==> src/rtl/cmv300_sensor_emu_if.sv <==
// Control/data bus between the acquisition controller (master) and the sensor emulator (slave).
interface cmv300_sensor_emu_if;
  logic        i_sys_res;
  logic        i_frame_req;
  logic [1:0]  i_pattern;
  logic        o_clk_out;
  logic [9:0]  o_data;
  logic        o_fval;
  logic        o_lval;
  logic        o_dval;
  logic        o_busy;
  logic        o_frame_done;
  logic [15:0] o_frame_count;
  logic [15:0] o_req_dropped;

  modport master (
    output i_sys_res, i_frame_req, i_pattern,
    input  o_clk_out, o_data, o_fval, o_lval, o_dval, o_busy,
           o_frame_done, o_frame_count, o_req_dropped
  );

  modport slave (
    input  i_sys_res, i_frame_req, i_pattern,
    output o_clk_out, o_data, o_fval, o_lval, o_dval, o_busy,
           o_frame_done, o_frame_count, o_req_dropped
  );
endinterface

==> src/rtl/cmv300_sensor_emu.sv <==
// CMV300 sensor emulator: exposure/FOT sequencing, line/blank timing and test-pattern pixels.
module cmv300_sensor_emu #(
  parameter int H_ACTIVE   = 648,
  parameter int V_ACTIVE   = 488,
  parameter int H_BLANK    = 32,
  parameter int EXP_CYCLES = 100,
  parameter int FOT_CYCLES = 64
) (
  input  logic                 i_clk,
  input  logic                 i_rst,
  cmv300_sensor_emu_if.slave   bus
);

  localparam logic [2:0] S_SYSRES = 3'd0;
  localparam logic [2:0] S_IDLE   = 3'd1;
  localparam logic [2:0] S_EXPOSE = 3'd2;
  localparam logic [2:0] S_FOT    = 3'd3;
  localparam logic [2:0] S_LINE   = 3'd4;
  localparam logic [2:0] S_HBLANK = 3'd5;

  localparam logic [9:0]  COL_LAST = 10'(H_ACTIVE - 1);
  localparam logic [8:0]  ROW_LAST = 9'(V_ACTIVE - 1);
  localparam logic [15:0] EXP_LAST = 16'(EXP_CYCLES - 1);
  localparam logic [15:0] FOT_LAST = 16'(FOT_CYCLES - 1);
  localparam logic [15:0] HB_LAST  = 16'(H_BLANK - 1);

  logic [2:0]  state_q, state_d;
  logic [15:0] cnt_q, cnt_d;
  logic [9:0]  col_q, col_d;
  logic [8:0]  row_q, row_d;
  logic [18:0] idx_q, idx_d;
  logic [1:0]  pat_q, pat_d;
  logic [9:0]  data_q, data_d;
  logic        fval_q, fval_d;
  logic        lval_q, lval_d;
  logic        last_q, last_d;
  logic        done_q, done_d;
  logic [15:0] fcnt_q, fcnt_d;
  logic [15:0] drop_q, drop_d;
  logic [9:0]  pix;
  logic        busy;

  assign busy = (state_q != S_IDLE) && (state_q != S_SYSRES);

  always_comb begin
    pix = 10'h000;
    case (pat_q)
      2'd0: pix = idx_q[9:0];
      2'd1: pix = col_q + 10'(row_q);
      2'd2: pix = 10'h2AA;
      2'd3: pix = {10{row_q[3] ^ col_q[3]}};
      default: pix = 10'h000;
    endcase
  end

  // Outputs are registered from the current state, so the pixel bus trails the
  // sequencer by one cycle; frame_done trails the last pixel by one more.
  always_comb begin
    state_d = state_q;
    cnt_d   = cnt_q;
    col_d   = col_q;
    row_d   = row_q;
    idx_d   = idx_q;
    pat_d   = pat_q;
    fcnt_d  = fcnt_q;
    drop_d  = drop_q;
    data_d  = 10'h000;
    fval_d  = 1'b0;
    lval_d  = 1'b0;
    last_d  = 1'b0;
    done_d  = 1'b0;

    if (busy && bus.i_frame_req && (drop_q != 16'hFFFF))
      drop_d = drop_q + 16'd1;

    if (!bus.i_sys_res) begin
      state_d = S_SYSRES;
    end else begin
      if (last_q) begin
        done_d = 1'b1;
        fcnt_d = fcnt_q + 16'd1;
      end
      case (state_q)
        S_SYSRES: state_d = S_IDLE;
        S_IDLE: begin
          if (bus.i_frame_req) begin
            pat_d   = bus.i_pattern;
            cnt_d   = 16'd0;
            col_d   = 10'd0;
            row_d   = 9'd0;
            idx_d   = 19'd0;
            state_d = S_EXPOSE;
          end
        end
        S_EXPOSE: begin
          if (cnt_q == EXP_LAST) begin
            cnt_d   = 16'd0;
            state_d = S_FOT;
          end else begin
            cnt_d = cnt_q + 16'd1;
          end
        end
        S_FOT: begin
          if (cnt_q == FOT_LAST) begin
            cnt_d   = 16'd0;
            state_d = S_LINE;
          end else begin
            cnt_d = cnt_q + 16'd1;
          end
        end
        S_LINE: begin
          fval_d = 1'b1;
          lval_d = 1'b1;
          data_d = pix;
          idx_d  = idx_q + 19'd1;
          if (col_q == COL_LAST) begin
            col_d = 10'd0;
            if (row_q == ROW_LAST) begin
              last_d  = 1'b1;
              state_d = S_IDLE;
            end else begin
              row_d   = row_q + 9'd1;
              cnt_d   = 16'd0;
              state_d = S_HBLANK;
            end
          end else begin
            col_d = col_q + 10'd1;
          end
        end
        S_HBLANK: begin
          fval_d = 1'b1;
          if (cnt_q == HB_LAST) begin
            cnt_d   = 16'd0;
            state_d = S_LINE;
          end else begin
            cnt_d = cnt_q + 16'd1;
          end
        end
        default: state_d = S_SYSRES;
      endcase
    end
  end

  always_ff @(posedge i_clk or posedge i_rst) begin
    if (i_rst) begin
      state_q <= S_SYSRES;
      cnt_q   <= 16'd0;
      col_q   <= 10'd0;
      row_q   <= 9'd0;
      idx_q   <= 19'd0;
      pat_q   <= 2'd0;
      data_q  <= 10'd0;
      fval_q  <= 1'b0;
      lval_q  <= 1'b0;
      last_q  <= 1'b0;
      done_q  <= 1'b0;
      fcnt_q  <= 16'd0;
      drop_q  <= 16'd0;
    end else begin
      state_q <= state_d;
      cnt_q   <= cnt_d;
      col_q   <= col_d;
      row_q   <= row_d;
      idx_q   <= idx_d;
      pat_q   <= pat_d;
      data_q  <= data_d;
      fval_q  <= fval_d;
      lval_q  <= lval_d;
      last_q  <= last_d;
      done_q  <= done_d;
      fcnt_q  <= fcnt_d;
      drop_q  <= drop_d;
    end
  end

  assign bus.o_clk_out     = i_clk;
  assign bus.o_data        = data_q;
  assign bus.o_fval        = fval_q;
  assign bus.o_lval        = lval_q;
  assign bus.o_dval        = lval_q;
  assign bus.o_busy        = busy;
  assign bus.o_frame_done  = done_q;
  assign bus.o_frame_count = fcnt_q;
  assign bus.o_req_dropped = drop_q;

endmodule
==> src/flat_wrapper.sv <==
// flat-port wrapper written by rule: the top's interface ports become plain ports
module cmv300_sensor_emu_flat 
#(
  parameter int H_ACTIVE   = 648,
  parameter int V_ACTIVE   = 488,
  parameter int H_BLANK    = 32,
  parameter int EXP_CYCLES = 100,
  parameter int FOT_CYCLES = 64
)
  (i_clk, i_rst, bus_i_sys_res, bus_i_frame_req, bus_i_pattern, bus_o_clk_out, bus_o_data, bus_o_fval, bus_o_lval, bus_o_dval, bus_o_busy, bus_o_frame_done, bus_o_frame_count, bus_o_req_dropped);
  cmv300_sensor_emu_if bus_i ();
  input  logic i_clk;
  input  logic i_rst;
  input wire logic [$bits(bus_i.i_sys_res)-1:0] bus_i_sys_res;
  input wire logic [$bits(bus_i.i_frame_req)-1:0] bus_i_frame_req;
  input wire logic [$bits(bus_i.i_pattern)-1:0] bus_i_pattern;
  output wire logic [$bits(bus_i.o_clk_out)-1:0] bus_o_clk_out;
  output wire logic [$bits(bus_i.o_data)-1:0] bus_o_data;
  output wire logic [$bits(bus_i.o_fval)-1:0] bus_o_fval;
  output wire logic [$bits(bus_i.o_lval)-1:0] bus_o_lval;
  output wire logic [$bits(bus_i.o_dval)-1:0] bus_o_dval;
  output wire logic [$bits(bus_i.o_busy)-1:0] bus_o_busy;
  output wire logic [$bits(bus_i.o_frame_done)-1:0] bus_o_frame_done;
  output wire logic [$bits(bus_i.o_frame_count)-1:0] bus_o_frame_count;
  output wire logic [$bits(bus_i.o_req_dropped)-1:0] bus_o_req_dropped;
  assign bus_i.i_sys_res = bus_i_sys_res;
  assign bus_i.i_frame_req = bus_i_frame_req;
  assign bus_i.i_pattern = bus_i_pattern;
  assign bus_o_clk_out = bus_i.o_clk_out;
  assign bus_o_data = bus_i.o_data;
  assign bus_o_fval = bus_i.o_fval;
  assign bus_o_lval = bus_i.o_lval;
  assign bus_o_dval = bus_i.o_dval;
  assign bus_o_busy = bus_i.o_busy;
  assign bus_o_frame_done = bus_i.o_frame_done;
  assign bus_o_frame_count = bus_i.o_frame_count;
  assign bus_o_req_dropped = bus_i.o_req_dropped;
  cmv300_sensor_emu #(.H_ACTIVE(H_ACTIVE), .V_ACTIVE(V_ACTIVE), .H_BLANK(H_BLANK), .EXP_CYCLES(EXP_CYCLES), .FOT_CYCLES(FOT_CYCLES)) u_core (.i_clk(i_clk), .i_rst(i_rst), .bus(bus_i));
endmodule
==> config.mk <==
export PLATFORM = sky130hd
export DESIGN_NAME = cmv300_sensor_emu_flat
export DESIGN_NICKNAME = d
export VERILOG_FILES = /design/src/rtl/cmv300_sensor_emu_if.sv /design/src/rtl/cmv300_sensor_emu.sv /design/src/flat_wrapper.sv
export SDC_FILE = /design/constraint.sdc
export NUM_CORES = 1
export LEC_CHECK = 0
export CORE_AREA = 8 8 112 114
export CTS_BUF_LIST = sky130_fd_sc_hd__clkbuf_8
export DETAILED_ROUTE_END_ITERATION = 10
export DIE_AREA = 0 0 120 122
export GPL_TIMING_DRIVEN = 0
export PLACE_DENSITY = 0.74
export SLEW_MARGIN = 5
export SYNTH_ARGS = -nofsm -noshare
export SYNTH_HDL_FRONTEND = slang
export SYNTH_SLANG_ARGS = --single-unit
==> constraint.sdc <==
create_clock -name i_clk -period 4.1 [get_ports i_clk]
set_input_delay 0.82 -clock i_clk [delete_from_list [all_inputs] [get_ports i_clk]]
set_output_delay 0.82 -clock i_clk [all_outputs]
set_load 0.03 [all_outputs]
==> key figures <==
Critical path
  – Worst path cell trace: clkbuf_8, clkbuf_8, buf_4, clkdlybuf4s50_1
  – Largest fanout on the critical path: 2
  – Setup crit start kind: clock port
  – Kind of cell adding the most delay to the critical path: buffers and inverters
  – Worst path bufs/invs: 4
  – RR Endpoint: u_core.cnt_q[10]
  – Critical Path RT: around 3.3 ns
  – Worst Setup EP: bus_o_clk_out
  – Crit-path slowest cell: clkdlybuf4s50_1
  – WP depth: 4
  – RR Startpoint: u_core.cnt_q[10]
  – Setup crit end kind: primary output
  – Arr. time, crit path: 2.97 ns
  – Crit path kind: clock port to primary output
  – Worst Setup SP: i_clk
  – Critical Path Max Stage Delay: roughly 0.58 ns
  – Reg2Reg Setup Slack: about 1.7 ns
  – R2R cell count: 6
  – Worst path most repeated cell: clkbuf_8

Synthesis
  – Adder-cell share of the synthesized area: 3.95%
  – Mapped cell area: ~5300 um^2
  – Top cells by area, synth: dfrtp_1 46%, xnor2_1 4.7%, nand2_1 4.1%, nor2_1 3.7%, ha_1 3.6%
  – Yosys warnings: 0
  – Ys flop type: dfrtp_1
  – Ys async rst share: 100%
  – Dominant cell by count in the synthesized netlist: dfrtp_1
  – Top cells by count, synth: 96 x dfrtp_1, 58 x nand2_1, 52 x nor2_1
  – Syn nets: 558
  – Cell variety after synth: approximately 70
  – Main combinational cell family by area after synthesis: simple AND/OR/NAND/NOR gates
  – Register bit total from synthesis: 96
  – Synth Instances: 536
  – Xor/xnor share of the synthesized area: 7.84%
  – Seq/Total Area, Yosys: between 40% and 50%
  – Largest area contributor in the netlist: dfrtp_1
  – Multiplexer share of the synthesized area: under 10%
  – Synth Area in Compound Gates: 15.3%
  – Simple-Gate Fraction of Synth Area: 22.7%
  – Number of flops mapped to enable cells by yosys: 0
  – Synthesized area per cell: 9.80 um^2
  – Post-synth top area share: 45.7%

GRT
  – Largest net degree at the start of global routing: 55
  – Vias in the first global route: 4150
  – Initial antenna violation count: 0
  – GRT Resource Usage Total: 17.0%
  – First-pass GRT wire length: 20200 um
  – Gr ovfl total: 0

Cells and area
  – Nets: 626
  – P&R area growth vs syn: 18.2%
  – Inserted Diodes: 0
  – Layout fillers: 930
  – Core Util, Final: about three fifths
  – Multi-input gate area: 2690 um^2
  – Share of cells above drive strength 1: 9.85%
  – Register area: 2400 um^2

STA
  – Final Slew Violations: 0
  – Clock Skews: 0.00875 ns
  – Rel. slew slack: 55.5%
  – RSZ-0062 raised after global routing: false
  – Final setup viols: 0
  – Post-route setup slack: 0.314 ns
  – Endpoints failing hold: 0
  – Worst slew pin tran: 0.664 ns

Route
  – Vias: 4254
  – WL/cell: approximately 16 um
  – DRT Wirelength: 11900 um
  – Vias/cell: approximately 5.7
  – DR iter-0 viols: 318
  – # DRC: 0
  – DRT Pass-1 Iters: 5
  – Antenna viol nets, final: 0

Outcome
  – Status: complete, no violations

Floorplan
  – Io pins: 54
  – Die Footprint: between 10000 and 15000 um^2
  – Die height: 122 um
  – Starting Density: 49.1%
  – Die W: 120 um
  – Core Rows: 38
  – Core ar.: around 11000 um^2

Power and ir drop
  – PD cells: 323 nW/um^2
  – Leakage: 2.70 nW
  – Peak VDD IR: 0.318 mV
  – Power Total: 0.00201 W

Clocking
  – Worst-Skew Late Latency: 0.47 ns
  – Clk pin slew, worst setup/hold paths: 0.10 ns
  – Post CTS Setup Buffer Count: 0
  – CTS Hold Buffers Added: 0
  – PostCTS Resize Cnt: 0
  – TritonCTS clock tree: yes

Min path
  – Worst hold-check path type: flip-flop to flip-flop
  – Min-delay src: u_core.bus.o_frame_count[15]
  – Hold Path Depth: 1

Place
  – Pre-CTS WS: about 0.55 ns
  – I/O Buffers: 53
  – Hpwl dp: 8510 um
  – GPL Wtd Cong: 0.855

Flow run
  – Max-Cap Viols: 0
[registers in the layout (all words and copies together), names as in the netlist]
signal	count
u_core.idx_q	10
u_core.bus.o_frame_count	16
u_core.state_q	3
u_core.col_q	10
u_core.bus.o_data	10
u_core.last_q	1
u_core.bus.o_frame_done	1
u_core.pat_q	2
u_core.cnt_q	16
u_core.bus.o_dval	1
u_core.bus.o_fval	1
u_core.row_q	9
u_core.bus.o_req_dropped	16
[report_power, final]
part | internal [W] | switching [W] | leakage (nW)
clock network | 0.000329 | 0.000383 | 0.123
logic | 0.000108 | 0.000176 | 1.25
registers | 0.000975 | 0.0000369 | 1.32
[cells by family (layout without fill, tap and decap cells)]
logic type               after synthesis  after routing
buffers and inverters                 28            101
AO/OA/AOI/OAI                        115            115
AND/OR/NAND/NOR                      227            227
adder cells (fa/ha/maj)               16             16
XOR/XNOR                              47             47
flip-flops                            96             96
multiplexers                           7              7
[cell usage in the layout (no fill, tap or decap), types with 6 or more instances in the layout]
master           netlist  final
xnor2_1               28     28
xor2_1                19     19
nand2_1               58     58
nand3_1               25     25
clkbuf_8               1     14
nor3_1                18     18
nor2b_1                8      8
ha_1                  15     15
a21oi_1               22     22
o21ai_0               30     30
clkbuf_1               8      8
nand4_1               19     19
clkdlybuf4s50_1        0     53
or3_1                  6      6
inv_1                  8      7
dfrtp_1               96     96
a21o_1                 9      9
a22o_1                13     13
and3_1                10     10
nor2_1                52     52
[per-stage QoR]
step / setup TNS [ns] / hold slack (ns) / cell area (um^2) / cells
after floorplan: 0 / 0.495 / 5250 / 536
after global placement: -63.53 / 0.456 / 5960 / 729
after detailed placement: 0 / 0.467 / 5990 / 730
after CTS: 0 / 0.483 / 6210 / 749
after global routing: 0 / 0.494 / 6210 / 749
final: 0 / 0.478 / 6210 / 749
[layout make-up]
type	instances	share of cell area [%]
multi-input combinational	412	43.3
sequential	96	38.7
timing repair buffer	53	8.83
clock buffer	14	3.04
tap	140	2.82
buffer	19	2.04
clock inverter	6	0.645
inverter	9	0.584
[worst min path at each step]
stage / endpoint
floorplan: u_core.col_q[8]
global placement: u_core.bus.o_frame_count[15]
detailed placement: u_core.bus.o_frame_count[15]
CTS: u_core.bus.o_frame_count[15]
global route: u_core.bus.o_frame_count[15]
finish: u_core.bus.o_frame_count[15]
[worst reg2reg max path: stages, from the launching register on]
cell	delay, ns
dfrtp_1	0.44
nor4_1	0.47
nand2_1	0.16
o41ai_4	0.45
nand2_1	0.28
a21o_1	0.23
a22o_1	0.23
[per-layer routing]
layer	up-vias	part of all wire [%]	GRT usage (%)
met5	-	0	0
met4	0	1.5	7.34
met3	14	5.8	4.16
met2	102	48	27.4
met1	2078	45	21.4
li1	2060	-	-
(Power assumes the default switching activity.)
